File: src/rtl/uart_loader_pkg.sv
// Shared types and defaults for the serial boot loader: FSM state encoding,
// frame constants and header field widths.
package uart_loader_pkg;

    typedef enum logic [3:0] {
        S_IDLE,
        S_ADDR0,
        S_ADDR1,
        S_CNT0,
        S_CNT1,
        S_DATA,
        S_WRITE,
        S_RESP0,
        S_RESP1,
        S_DONE
    } state_t;

    localparam logic [23:0] TIMEOUT_DEFAULT = 24'd1000000;
    localparam logic [7:0]  SYNC_DEFAULT    = 8'hA5;
    localparam logic [7:0]  ACK_DEFAULT     = 8'h06;
    localparam int          BASE_W          = 16;
    localparam int          COUNT_W         = 16;
    localparam int          BUS_ADDR_W      = 30;

    // States in which an empty rx FIFO counts towards the inter-byte timeout.
    function automatic logic is_timed(input state_t s);
        return (s == S_ADDR0) || (s == S_ADDR1) || (s == S_CNT0) ||
               (s == S_CNT1)  || (s == S_DATA);
    endfunction

endpackage

File: src/rtl/uart_loader_timeout.sv
// Inter-byte timeout: loadable down-counter, reloaded on clear, decremented
// while enabled; a zero TIMEOUT disables expiry entirely.
module uart_loader_timeout #(
    parameter logic [23:0] TIMEOUT = 24'd1000000
) (
    input  logic clk,
    input  logic reset,
    input  logic clear,
    input  logic enable,
    output logic expired
);

    logic [23:0] cnt_q;

    // NOTE: sequential state uses non-blocking assignments so every register
    // samples the pre-edge values of its inputs.
    always_ff @(posedge clk) begin
        if (reset || clear) begin
            cnt_q <= TIMEOUT;
        end else if (enable && cnt_q != 24'd0) begin
            cnt_q <= cnt_q - 24'd1;
        end
    end

    assign expired = (TIMEOUT != 24'd0) && (cnt_q == 24'd0);

endmodule

File: src/rtl/uart_loader.sv
// Serial boot loader: parses SYNC/base/count/payload frames from the UART rx
// FIFO, writes words to RAM over the shared bus, then answers ACK + checksum.
module uart_loader
    import uart_loader_pkg::*;
#(
    parameter logic [23:0] TIMEOUT = TIMEOUT_DEFAULT,
    parameter logic [7:0]  SYNC    = SYNC_DEFAULT,
    parameter logic [7:0]  ACK     = ACK_DEFAULT
) (
    input  logic                  clk,
    input  logic                  reset,
    input  logic [7:0]            rx_data,
    input  logic                  rx_empty,
    output logic                  rd_rx,
    output logic [7:0]            tx_data,
    input  logic                  tx_full,
    output logic                  wr_tx,
    output logic                  bus_req,
    output logic [BUS_ADDR_W-1:0] addr,
    output logic [31:0]           wdata,
    output logic [3:0]            we,
    output logic                  cpu_reset
);

    state_t               state_q, state_d;
    logic [BASE_W-1:0]    waddr_q;
    logic [COUNT_W-1:0]   remain_q;
    logic [1:0]           idx_q;
    logic [23:0]          asm_q;
    logic [31:0]          wdata_q;
    logic [BUS_ADDR_W-1:0] addr_q;
    logic [7:0]           sum_q;

    logic timed;
    logic expired;
    logic pop;
    logic pop_state;

    assign timed     = is_timed(state_q);
    assign pop_state = (state_q == S_IDLE) || timed;
    // An expiring cycle never pops, so no byte is lost on the way back to IDLE.
    assign pop       = !reset && pop_state && !rx_empty && !(timed && expired);

    uart_loader_timeout #(.TIMEOUT(TIMEOUT)) u_timeout (
        .clk     (clk),
        .reset   (reset),
        .clear   (!timed || pop),
        .enable  (timed && rx_empty),
        .expired (expired)
    );

    always_ff @(posedge clk) begin
        if (reset) begin
            state_q <= S_IDLE;
        end else begin
            state_q <= state_d;
        end
    end

    // NOTE: every combinational output gets a default first, so no path can
    // infer a latch. Reset also gates the outputs so a mid-frame reset takes
    // effect in the very cycle it is asserted.
    always_comb begin
        state_d   = state_q;
        rd_rx     = pop;
        wr_tx     = 1'b0;
        tx_data   = sum_q;
        we        = 4'h0;
        bus_req   = 1'b0;
        cpu_reset = 1'b0;
        addr      = reset ? '0 : addr_q;
        wdata     = reset ? '0 : wdata_q;

        case (state_q)
            S_IDLE:  if (pop && rx_data == SYNC) state_d = S_ADDR0;
            S_ADDR0: if (pop) state_d = S_ADDR1;
            S_ADDR1: if (pop) state_d = S_CNT0;
            S_CNT0:  if (pop) state_d = S_CNT1;
            S_CNT1:  if (pop) state_d = ({rx_data, remain_q[7:0]} == '0) ? S_RESP0 : S_DATA;
            S_DATA:  if (pop && idx_q == 2'd3) state_d = S_WRITE;
            S_WRITE: state_d = (remain_q == 16'd1) ? S_RESP0 : S_DATA;
            S_RESP0: begin
                tx_data = ACK;
                if (!tx_full) state_d = S_RESP1;
            end
            S_RESP1: if (!tx_full) state_d = S_DONE;
            S_DONE:  state_d = S_IDLE;
            default: state_d = S_IDLE;
        endcase

        if (timed && expired) state_d = S_IDLE;

        if (!reset) begin
            wr_tx     = (state_q == S_RESP0 || state_q == S_RESP1) && !tx_full;
            we        = (state_q == S_WRITE) ? 4'hF : 4'h0;
            bus_req   = (state_q == S_DATA) || (state_q == S_WRITE);
            cpu_reset = (state_q != S_IDLE);
        end
    end

    // Header fields, byte assembly and checksum; wdata/addr only change on the
    // edge into WRITE so they stay stable outside the write cycle.
    always_ff @(posedge clk) begin
        if (reset) begin
            waddr_q  <= '0;
            remain_q <= '0;
            idx_q    <= '0;
            asm_q    <= '0;
            wdata_q  <= '0;
            addr_q   <= '0;
            sum_q    <= '0;
        end else if (pop) begin
            case (state_q)
                S_IDLE:  if (rx_data == SYNC) sum_q <= '0;
                S_ADDR0: waddr_q[7:0]   <= rx_data;
                S_ADDR1: waddr_q[15:8]  <= rx_data;
                S_CNT0:  remain_q[7:0]  <= rx_data;
                S_CNT1: begin
                    remain_q[15:8] <= rx_data;
                    idx_q          <= '0;
                    sum_q          <= '0;
                end
                S_DATA: begin
                    sum_q <= sum_q + rx_data;
                    idx_q <= idx_q + 2'd1;
                    asm_q <= {rx_data, asm_q[23:8]};
                    if (idx_q == 2'd3) begin
                        wdata_q <= {rx_data, asm_q};
                        addr_q  <= {{(BUS_ADDR_W-BASE_W){1'b0}}, waddr_q};
                    end
                end
                default: ;
            endcase
        end else if (state_q == S_WRITE) begin
            waddr_q  <= waddr_q + 16'd1;
            remain_q <= remain_q - 16'd1;
        end
    end

endmodule
File: config.mk
export PLATFORM = sky130hd
export DESIGN_NAME = uart_loader
export DESIGN_NICKNAME = d
export VERILOG_FILES = /design/src/rtl/uart_loader_pkg.sv /design/src/rtl/uart_loader_timeout.sv /design/src/rtl/uart_loader.sv
export SDC_FILE = /design/constraint.sdc
export NUM_CORES = 1
export LEC_CHECK = 0
export BUFFER_PORTS_ARGS = -buffer_cell sky130_fd_sc_hd__buf_4
export CAP_MARGIN = 5
export CORE_AREA = 8 8 137 139
export DETAILED_ROUTE_END_ITERATION = 8
export DIE_AREA = 0 0 145 147
export SKIP_LAST_GASP = 1
export SLEW_MARGIN = 5
export SYNTH_ARGS = -nofsm -noshare
export SYNTH_HDL_FRONTEND = slang
export SYNTH_SLANG_ARGS = --single-unit
File: constraint.sdc
create_clock -name clk -period 2.2 [get_ports clk]
set_input_delay 0.44 -clock clk [delete_from_list [all_inputs] [get_ports clk]]
set_output_delay 0.44 -clock clk [all_outputs]
set_load 0.05 [all_outputs]
After elaboration in Yosys (flattened, before gate mapping)
Index checks and enable logic that the tools add are counted.
W data, S select, Z words.
{ "totals": {"reg_bits": 142, "output_inout_bits": 78, "word_cells": 111} }
{ "classes": {"addsub": 5, "n_eq_ne": 24, "muxes": 30, "reduce_logical": 41} }
{ "ops": {"columns": ["op", "count"], "rows": [
  ["$mux W16", 5],
  ["$mux W8", 6],
  ["$mux W4", 10],
  ["$pmux W4 S9", 1],
  ["$mux W32", 1],
  ["$logic_not A24 Y1", 1],
  ["$pmux W8 S3", 1],
  ["$reduce_bool A24 Y1", 1],
  ["$sub A24 B1 Y24 const B", 1],
  ["$add A16 B1 Y16 const B", 1],
  ["$eq A16 B1 Y1 const B", 1],
  ["$eq A4 B3 Y1 const B", 4],
  ["$logic_not A16 Y1", 1],
  ["$sub A16 B1 Y16 const B", 1],
  ["$ne A2 B2 Y1 const B", 7],
  ["$ne A2 B1 Y1 const B", 6],
  ["$reduce_and A2 Y1", 6],
  ["$logic_and A1 B1 Y1", 9],
  ["$logic_or A1 B1 Y1", 9],
  ["$add A8 B8 Y8", 1],
  ["$eq A4 B2 Y1 const B", 2],
  ["$eq A8 B8 Y1 const B", 1],
  ["$reduce_and A8 Y1", 1],
  ["$reduce_and A3 Y1", 2],
  ["other kinds (13)", 21]
]} }

Logic depth before layout (Yosys ltp)
Gate-level depths: netlist (run 1).
{ "depth": {"ltp_word": 12, "mapped_depth": 10, "depth_no_buf": 8} }

Cells and area by module
A second synthesis (run 1) with hierarchy kept.
{ "hier_totals": {"cells_unflattened": 971, "area_unflattened_um2": 7662.3} }
{ "by_module_without_submodules": {"columns": ["mod", "instances", "cells_per_inst", "area_each_um2", "seq_area_each_um2"], "rows": [
  ["uart_loader", 1, 823, 6403.6, 2362.3],
  ["uart_loader_timeout", 1, 148, 1258.7, 480.5]
]} }

Worst setup path before layout (run 1)
Ideal clock, no wire load.
{ "synth_path": {"path_kind": "in2out", "start": "input reset", "end": "output wr_tx", "arrival_time_ns": 2.234, "t_required_ns": 1.760, "slack_ns": -0.474, "path_stages": 4, "n_path_buf": 3, "path_cell_list": "clkbuf_1 > clkbuf_1 > buf_1 > a211oi_1"} }
{ "synth_via": {"elab_chain_cells": 1} }
{ "synth_lines": {"columns": ["item", "line", "text"], "rows": [
  ["start, declared", "uart_loader.sv:11", "input logic reset,"],
  ["$mux W1", "uart_loader.sv:93", "if (!reset) begin"],
  ["end, declared", "uart_loader.sv:17", "output logic wr_tx,"]
]} }
No other way between the ends.

Final worst setup path (run 1)
{ "layout_path": {"start": "register state_q[3]", "end": "output tx_data[7]"} }
{ "layout_via": {"elab_chain_cells": 2} }
{ "layout_lines": {"columns": ["item", "line", "text"], "rows": [
  ["start, declared", "uart_loader.sv:25", "state_t state_q, state_d;"],
  ["start signal, assigned", "uart_loader.sv:56", "state_q <= state_d;"],
  ["$eq A4 B3 Y1", "uart_loader.sv:74", "case (state_q)"],
  ["$mux W8", "uart_loader.sv:74", null],
  ["end, declared", "uart_loader.sv:15", "output logic [7:0] tx_data,"]
]} }
No other way between the ends.

==> flow_summary.ini, run 1 <==
[route]
met3WireLength_um = 1010
wl_met1_um = 9390
highest_layer = met4
avgViaCountPerCell = 5.36
ant_nets = 0
drc = 0
routed_wl_um = 20400
drtIter0Drc = 582
wl_per_cell_um = 15.8
num_vias = 6887
route.met2.wl_um = 9610
firstDrtPassIters = 5

[synth]
avgSynthCellArea_um2 = 7.84
syn-cell-area_um2 = 7320
syn_inst = 934
yosysSeqAreaShare_pct = 38.8
ys.flop_type = dfxtp_1
synth_seq_cells = 142
ys_async_sr_fraction_pct = 0
yosys_warnings = 0
synth_cell_types = 78
synth-edff-count = 0

[finish]
multi_input_area_um2 = 4220
fill_cells = 1588
finalInstanceArea_um2 = 9420
area_delta_synth_final_pct = 28.7
drive_above_1_share_pct = 22.9
seq_area_um2 = 2850
diodes = 0
final_nets = 1073

[worst_hold_path]
hp-class = in -> reg
worstHoldEndpoint = wdata_q[27]
worstHoldPathCells = 3
holdCritStartpoint = rx_data[3]

[cts]
cts_hold_buffers = 0
clk_path_buf_depth = 2
cts_tree = done
clock-sinks = 142
htreeDepth = 4
cts-buffers-inserted = 17
clkLatencyLatePin_ns = 0.42
root_buffer = clkbuf_16
clk_pin_slew_ns = 0.06

[floorplan]
die_h_um = 147
initial_core_util_pct = 43.7
core_um2 = 16800
ios = 90
dieArea_um2 = 21300
die_x_um = 145
num_rows = 48

[timing]
max_slew_margin_pct = 55.8
setup_viol = 6
worst_slew_pin_slew_ns = 0.660
period_share_pct = 101
slew_viol_final = 0
hold_viol = 0
min_period_ns = 2.21
worst_clock_skew_ns = 0.00904
rsz0062_at_grt = true
timing.final.ws_setup_ns = -0.0147
fmax_ghz = 0.452

[global_route]
gr-usage-all-layers_pct = 18.4
grt_start_max_net_pins = 93
grt_pass1_vias = 6393
antenna_found_initial = 0
grt_overflow = 0
grt_pass1_wl_um = 32900

[worst_setup_path]
regToRegStartpoint = u_timeout.cnt_q[12]
path_class = reg -> out
start_kind = flip-flop
required_ns = 1.76
r2r_setup_slack_ns = 0.07
r2r-end = u_timeout.cnt_q[19]
worst-endpoint-arrival_ns = 1.77
end_kind = output pin
cp_max_fo = 7
reg2regPathDepth = 6

[placed_design]
place_area_um2 = 8400
port_buffers = 75
dp_hpwl_um = 14100
gp_congestion = 0.847

[power]
pwr_density_cell_nw_per_um2 = 632
power_uw = 5960
vdd_ir_drop_max_mv = 0.539
power_leakage_uw = 0.00348

[run_status]
outcome = finished with violations
failed_checks = setup timing

[run]
max_cap_viol_count = 0
[synth_stat cells (8+ instances only)]
master,count,area [um^2]
a21oi_1,109,546
a32o_1,8,80.1
buf_2,16,80.1
buf_4,23,173
clkbuf_1,26,97.6
dfxtp_1,142,2840
ha_1,13,163
inv_1,24,90.1
nand2_1,185,694
nand2b_1,8,50.1
nand3_1,26,130
nand4_1,17,106
nor2_1,65,244
nor2b_1,48,300
nor3_1,11,55.1
nor4_1,9,56.3
o21ai_0,23,115
o31a_1,9,78.8
o32ai_1,14,123
or3_1,12,75.1
or4_1,8,60.1
xor2_1,16,140
[layout by cell type, fill, tap and decap left out, drive strengths merged, types with 9 or more instances in the layout]
master	Yosys	layout
nand2	185	185
buf	47	154
dfxtp	142	142
a21oi	109	109
nor2	65	65
nor2b	48	48
inv	25	34
nand3	27	27
o21ai	26	26
nand4	17	17
clkbuf	26	17
nor3	17	17
xor2	16	16
o32ai	14	14
conb	1	14
ha	13	13
or3	13	13
nor4	11	11
o31a	9	9
or4	9	9
[worst max path at each step]
| stage | start | to | slack (ns) |
|---|---|---|---|
| after floorplan | state_q[1] | wr_tx | -0.03 |
| after global placement | rx_data[1] | sum_q[2] | 0.008 |
| after detailed placement | u_timeout.cnt_q[16] | sum_q[7] | -0.07 |
| after CTS | u_timeout.cnt_q[2] | rd_rx | -0.04 |
| after global routing | u_timeout.cnt_q[6] | rd_rx | -0.08 |
| final | state_q[3] | tx_data[7] | -0.01 |
[state kept, by name, indices dropped and copies added, names as in the netlist, 4 cells and up]
register and cells:
addr_q 16, asm_q 24, remain_q 16, state_q 4, sum_q 8, u_timeout.cnt_q 24
waddr_q 16, wdata_q 32
[power breakdown]
group          switching [uW]  internal (uW)
registers              0.0707           2570
logic                     202           72.7
clock network            1270           1850
total                    1470           4490
[repair_timing]
item                       in CTS  in global routing
resized for setup              27                 42
cloned                          0                  1
buffers inserted                3                 12
setup endpoints to repair      68                108
pin swaps                       5                  3
hold endpoints to repair        0                  0
[stage by stage]
stage / TNS (ns) / hold slack [ns] / cells / worst slack [ns] / util (%)
after global placement: 0 / 0.438 / 1237 / 0.00843 / 50.1
after floorplan: -0.0262 / 0.432 / 947 / -0.0262 / -
final: -0.0653 / 0.322 / 1285 / -0.0147 / 56.2
after detailed placement: -0.392 / 0.442 / 1237 / -0.0744 / 50.1
after global routing: -0.521 / 0.317 / 1285 / -0.0790 / 56.2
after CTS: -0.263 / 0.307 / 1272 / -0.0422 / 54.7
[critical path: stages (launching register included)]
cell	delay (ns)
dfxtp_4	0.37
buf_8	0.13
clkinv_4	0.04
nand4_1	0.25
buf_6	0.24
and2_4	0.17
buf_8	0.14
[cell families after synthesis]
kind of cell | share of synthesized area [%]
fa+ha+maj | 2.50
other cells | 0.0512
flops | 38.8
simple gates | 29.3
xor+xnor | 2.75
compound gates | 19.3
mux | 0.274
buf+inv | 6.94
[per-layer routing]
layer	vias up	track usage, %
li1	3471	-
met1	3183	23.7
met2	202	30.4
met3	31	3.60
met4	0	6.10
met5	-	0
[layout make-up]
cell class,count,area share [%]
timing repair buffer,154,14.1
sequential,142,30.3
inverter,26,1.12
multi-input combinational,706,44.8
clock buffer,17,4.52
tap,225,2.99
clock inverter,15,2.24
(Power assumes the default switching activity.)
==> run 2: changes to the inputs <==
--- a/config.mk
+++ b/config.mk
@@ -8,6 +8,7 @@
 export BUFFER_PORTS_ARGS = -buffer_cell sky130_fd_sc_hd__buf_4
 export CAP_MARGIN = 5
 export CORE_AREA = 8 8 137 139
+export CTS_CLUSTER_DIAMETER = 120
 export DETAILED_ROUTE_END_ITERATION = 8
 export DIE_AREA = 0 0 145 147
 export SKIP_LAST_GASP = 1
==> constraint.sdc (replaced) <==
create_clock -name clk -period 2.2 [get_ports clk]
set_input_delay 0.44 -clock clk [delete_from_list [all_inputs] [get_ports clk]]
set_output_delay 0.44 -clock clk [all_outputs]
set_load 0.02 [all_outputs]
==> run 2 against run 1 <==
  * The flow still finishes with violations (setup timing)
  * Total power fell by 3.4%
  * Worst setup slack worse by 0.044 ns
  * Clock skew about the same
  * Largest power group unchanged
  * Non-clock buffer count rose by 28
  * Combinational power down 3%
  * Clock power fell by 6%
  * Flip-flop and latch count unchanged
==> flow_summary.ini, run 2 (synthesized netlist as in run 1, its figures left out) <==
[timing]
timing.final.ws_setup_ns = -0.0588
fmax_ghz = 0.443
period_share_pct = 103
rsz0062_at_grt = true
slew_viol_final = 0
setup_viol = 4
min_period_ns = 2.26
worst_slew_pin_slew_ns = 0.592
hold_viol = 0
worst_clock_skew_ns = 0.00940
max_slew_margin_pct = 60.4

[finish]
fin_util_pct = 57.6
diodes = 0
regMostFlops = wdata_q
top_regs = wdata_q (32), asm_q (24), u_timeout.cnt_q (24)
final_cell_mix = nand2_1 (184), buf_4 (147), dfxtp_1 (138), a21oi_1 (109), nor2_1 (64)
fin_cells = 1314
final_nets = 1102
final_common_cell = nand2_1
area_delta_synth_final_pct = 31.9
largest_reg_flops = 32
fill_cells = 1551
drive_above_1_share_pct = 24.2

[route]
drtIter0Drc = 611
avgViaCountPerCell = 5.42
wl_per_cell_um = 15.9
num_vias = 7128
firstDrtPassIters = 6
routed_wl_um = 20900
drc = 0
ant_nets = 0

[worst_setup_path]
end_kind = output pin
crit_cells = 7
crit_chain = nor4_4 -> and4b_1 -> buf_6 -> nand3_4 -> nand2_4 -> inv_8 -> buf_6
worst-endpoint-arrival_ns = 1.82
crit_end = rd_rx
worst_path_most_repeated_cell = buf_6
r2r_setup_slack_ns = 0.03
cp-startpoint = u_timeout.cnt_q[7]
cp_slowest_stage_delay_ns = 0.33
r2r-end = addr_q[12]
cp_max_fo = 3
path_class = reg -> out
cp_slowest_cell = dfxtp_2
required_ns = 1.76
regToRegStartpoint = u_timeout.cnt_q[2]
cp_num_buf_inv = 3
crit_family = simple AND/OR/NAND/NOR gates
reg2regPathDepth = 9
start_kind = flip-flop

[cts]
clk_pin_slew_ns = 0.06
clk_path_buf_depth = 2
root_buffer = clkbuf_16
clkLatencyLatePin_ns = 0.42
htreeDepth = 4
clock-sinks = 142
cts-buffers-inserted = 17
cts_tree = done
cts_hold_buffers = 0

[placed_design]
dp_hpwl_um = 14100
port_buffers = 75
place_inst = 1259
gp_congestion = 0.871

[run]
max_cap_viol_count = 0

[global_route]
grt_pass1_vias = 6589
grt_start_max_net_pins = 137
antenna_found_initial = 0
grt_pass1_wl_um = 33600
gr-usage-all-layers_pct = 18.9
grt_overflow = 0

[power]
internal-power_uw = 4390
p_clk_share_pct = 50.7
seq_power_share_pct = 44.7
pwr-share-comb_pct = 4.6
pwr_density_cell_nw_per_um2 = 596
power_leakage_uw = 0.00361
power.switching_uw = 1370
vdd_ir_drop_max_mv = 0.514
swShare_pct = 23.8

[floorplan]
die_h_um = 147
ios = 90
core_um2 = 16800
initial_core_util_pct = 43.7
dieArea_um2 = 21300
num_rows = 48
die_x_um = 145

[worst_hold_path]
hp-class = in -> reg

[run_status]
outcome = finished with violations
failed_checks = setup timing
## run 2: worst min-delay path: cells and delay by family
family,cells,cell delay (ns)
buffers and inverters,1,0.15
AND/OR/NAND/NOR,1,0.06
AO/OA/AOI/OAI,1,0.05
## run 2: power by group through the flow
stage | clock network, uW | logic, uW | registers [uW]
finish | 2920 | 266 | 2570
global route | 3080 | 285 | 2570
CTS | 2970 | 247 | 2570
detailed placement | 0 | 241 | 2630
global placement | 0 | 242 | 2630
floorplan | 0 | 153 | 2630
## run 2: final cells by class
class,count,area [um^2],area share [%]
Clock inverter,13,151,1.57
Inverter,26,110,1.14
Clock buffer,19,443,4.59
Timing Repair Buffer,182,1630,16.9
Sequential cell,142,2850,29.5
Tap cell,225,282,2.92
Multi-Input combinational cell,707,4190,43.4
## run 2: worst min path at each step
| stage | start | to | slack [ns] | depth (start not counted) |
|---|---|---|---|---|
| 2_1_floorplan | addr_q[0] | addr_q[0] | 0.43 | 2 |
| 3_3_place_gp | wdata_q[27] | wdata_q[27] | 0.44 | 2 |
| 3_5_place_dp | wdata_q[9] | wdata_q[9] | 0.44 | 2 |
| 4_1_cts | rx_data[3] | asm_q[19] | 0.31 | 3 |
| 5_1_grt | rx_data[3] | asm_q[19] | 0.31 | 3 |
| 6_report | rx_data[3] | asm_q[19] | 0.32 | 3 |
## run 2: repair_timing
item / 4_1_cts / 5_1_grt
pin swaps: 4 / 17
gates cloned: 2 / 1
resized for setup: 39 / 29
endpoints found under the setup margin: 46 / 118
setup buffers: 6 / 14
## run 2: per-layer routing
| metal | routed length [um] | part of all wire, % | global-route usage (%) | vias up |
|---|---|---|---|---|
| met1 | 9440 | 45 | 24.3 | 3321 |
| li1 | - | - | - | 3535 |
| met3 | 1290 | 6.2 | 4.28 | 41 |
| met2 | 9660 | 46 | 30.2 | 231 |
| met5 | 0 | 0 | 0 | - |
| met4 | 491 | 2.4 | 7.26 | 0 |
## run 2: stage by stage
stage               hold slack (ns)  worst slack, ns  power, uW  instance area, um^2  TNS (ns)
detailed placement            0.442           -0.344       2870                 8580    -17.46
floorplan                     0.432            0.106       2780                 7370         0
CTS                           0.307           -0.179       5790                 9390     -4.37
finish                        0.324          -0.0588       5750                 9650   -0.0726
global route                  0.306           -0.136       5940                 9650     -3.88
global placement              0.438           -0.328       2870                 8580    -17.68
==> run 3: changes to the inputs <==
--- a/config.mk
+++ b/config.mk
@@ -7,10 +7,10 @@
 export LEC_CHECK = 0
 export BUFFER_PORTS_ARGS = -buffer_cell sky130_fd_sc_hd__buf_4
 export CAP_MARGIN = 5
-export CORE_AREA = 8 8 137 139
+export CORE_AREA = 8 8 154 156
 export CTS_CLUSTER_DIAMETER = 120
 export DETAILED_ROUTE_END_ITERATION = 8
-export DIE_AREA = 0 0 145 147
+export DIE_AREA = 0 0 162 164
 export SKIP_LAST_GASP = 1
 export SLEW_MARGIN = 5
 export SYNTH_ARGS = -nofsm -noshare
==> run 3 against run 2 <==
  * The run still ends with setup timing left
  * Global-route usage decreased by 3.1 points
  * Clock power decreased by 2%
  * Clock skew increased by 0.0016 ns
  * Clock-buffer cell count decreased by 2
  * Critical path depth unchanged
  * Total power decreased by 1.5%
  * Critical endpoint unchanged
==> flow_summary.ini, run 3 (synthesized netlist as in run 1, its figures left out) <==
[route]
wl_per_cell_um = 16.2
num_vias = 7161
drc = 0
firstDrtPassIters = 5
avgViaCountPerCell = 5.18
ant_nets = 0
drtIter0Drc = 621
routed_wl_um = 22300

[finish]
final_common_cell = nand2_1
final_cell_mix = nand2_1 (182), buf_4 (168), dfxtp_1 (137), a21oi_1 (109), nor2_1 (64)
largest_reg_flops = 32
top_regs = wdata_q (32), asm_q (24), u_timeout.cnt_q (24)
area_delta_synth_final_pct = 33.0
finalInstanceArea_um2 = 9740
final_nets = 1115
regMostFlops = wdata_q
diodes = 0
drive_above_1_share_pct = 25.0

[power]
p_clk_share_pct = 50.3
power_leakage_uw = 0.00365
pwr-share-comb_pct = 4.3
vdd_ir_drop_max_mv = 0.517
internal-power_uw = 4240
swShare_pct = 25.1
seq_power_share_pct = 45.4
pwr_density_cell_nw_per_um2 = 582
power.switching_uw = 1420

[timing]
slew_viol_final = 0
fmax_ghz = 0.448
min_period_ns = 2.23
worst_clock_skew_ns = 0.0110
setup_viol = 1
hold_viol = 0
setup-tns-final_ns = -0.0322
rsz0062_at_grt = true
period_share_pct = 101
timing.final.ws_setup_ns = -0.0322
max_slew_margin_pct = 46.0
worst_slew_pin_slew_ns = 0.809

[cts]
cts_tree = done
clk_path_buf_depth = 2
root_buffer = clkbuf_16
clock-sinks = 142
cts_hold_buffers = 0
clk_pin_slew_ns = 0.06
htreeDepth = 4
clkLatencyLatePin_ns = 0.43
cts-buffers-inserted = 17

[floorplan]
die_h_um = 164
die_x_um = 162
core_um2 = 21400
num_rows = 54
initial_core_util_pct = 34.3
ios = 90
dieArea_um2 = 26600

[worst_setup_path]
regToRegStartpoint = u_timeout.cnt_q[6]
required_ns = 1.76
worst-endpoint-arrival_ns = 1.79
r2r_setup_slack_ns = 0.06
cp_slowest_stage_delay_ns = 0.34
cp_num_buf_inv = 3
end_kind = output pin
crit_chain = nor4_4 -> and4b_1 -> buf_6 -> nand3_4 -> nand2_4 -> inv_2 -> buf_6
cp_max_fo = 3
start_kind = flip-flop
crit_family = simple AND/OR/NAND/NOR gates
path_class = reg -> out
r2r-end = u_timeout.cnt_q[15]
worst_path_most_repeated_cell = buf_6
cp_slowest_cell = dfxtp_1
reg2regPathDepth = 8

[placed_design]
gp_congestion = 0.856
place_area_um2 = 8560
dp_hpwl_um = 14300
port_buffers = 75

[global_route]
grt_overflow = 0
grt_start_max_net_pins = 163
antenna_found_initial = 0
grt_pass1_vias = 6478
gr-usage-all-layers_pct = 15.7
grt_pass1_wl_um = 34100

[worst_hold_path]
worstHoldPathCells = 3
worstHoldEndpoint = wdata_q[31]
hp-class = in -> reg
holdCritStartpoint = rx_data[7]

[run]
max_cap_viol_count = 0

[run_status]
outcome = finished with violations
failed_checks = setup timing
-- run 3: changes by cell type in the layout (fill, tap and decap cells not counted), sizes merged --
cell      change
bufinv        -1
nor3          -1
clkinvlp      -1
or3           +3
buf          +10
clkinv        +2
clkbuf        -1
inv           +2
-- run 3: worst max path at each step --
stage / start / to / slack [ns] / cells past startpoint
2_1_floorplan: reset / we[1] / 0.11 / 5
3_3_place_gp: rx_empty / asm_q[0] / -0.49 / 6
3_5_place_dp: rx_empty / asm_q[16] / -0.50 / 6
4_1_cts: u_timeout.cnt_q[5] / rd_rx / -0.31 / 7
5_1_grt: u_timeout.cnt_q[6] / rd_rx / -0.12 / 7
6_report: u_timeout.cnt_q[6] / rd_rx / -0.03 / 7
-- run 3: routing by layer --
metal  global-route usage (%)  routed length [um]
met2                     25.4               10600
met4                     4.67                 398
met3                     4.14                1340
met5                        0                   0
met1                     20.3                9980
-- run 3: final cells by class --
cell class                 count  area, um^2
clock buffer                  17         425
clock inverter                15         153
fill                        2118       11600
inverter                      26         105
multi-input combinational    709        4210
sequential                   142        2850
tap                          280         350
timing repair buffer         193        1640
-- run 3: power groups by stage --
| stage | Sequential, uW | Combinational (uW) | Clock [uW] |
|---|---|---|---|
| after floorplan | 2630 | 153 | 0 |
| after global placement | 2630 | 232 | 0 |
| after CTS | 2570 | 233 | 2910 |
| after global routing | 2570 | 261 | 3020 |
| final | 2570 | 244 | 2850 |
| after detailed placement | 2630 | 231 | 0 |
-- run 3: metrics by stage --
step / power [uW] / instances / hold slack (ns) / setup slack (ns) / util, %
final: 5660 / 1382 / 0.323 / -0.0322 / 45.6
after global routing: 5850 / 1382 / 0.320 / -0.118 / 45.6
after CTS: 5710 / 1346 / 0.312 / -0.306 / 43.2
after detailed placement: 2860 / 1312 / 0.443 / -0.500 / 40.1
after global placement: 2860 / 1312 / 0.438 / -0.489 / 40.1
after floorplan: 2780 / 947 / 0.432 / 0.106 / -
-- run 3: worst reg2reg max path, stage by stage, from the launching register on --
cell	delay, ns
dfxtp_1	0.34
nor4_4	0.27
and4b_1	0.28
buf_6	0.13
buf_4	0.12
nand4_1	0.23
or4_4	0.48
xor2_1	0.14
nor2_1	0.05
-- run 3: what timing repair did --
| action | CTS | global route |
|---|---|---|
| gates resized for setup | 15 | 52 |
| endpoints found under the setup margin | 96 | 121 |
| setup buffers | 0 | 31 |
| gates cloned | 2 | 5 |
| pin swaps | 3 | 12 |
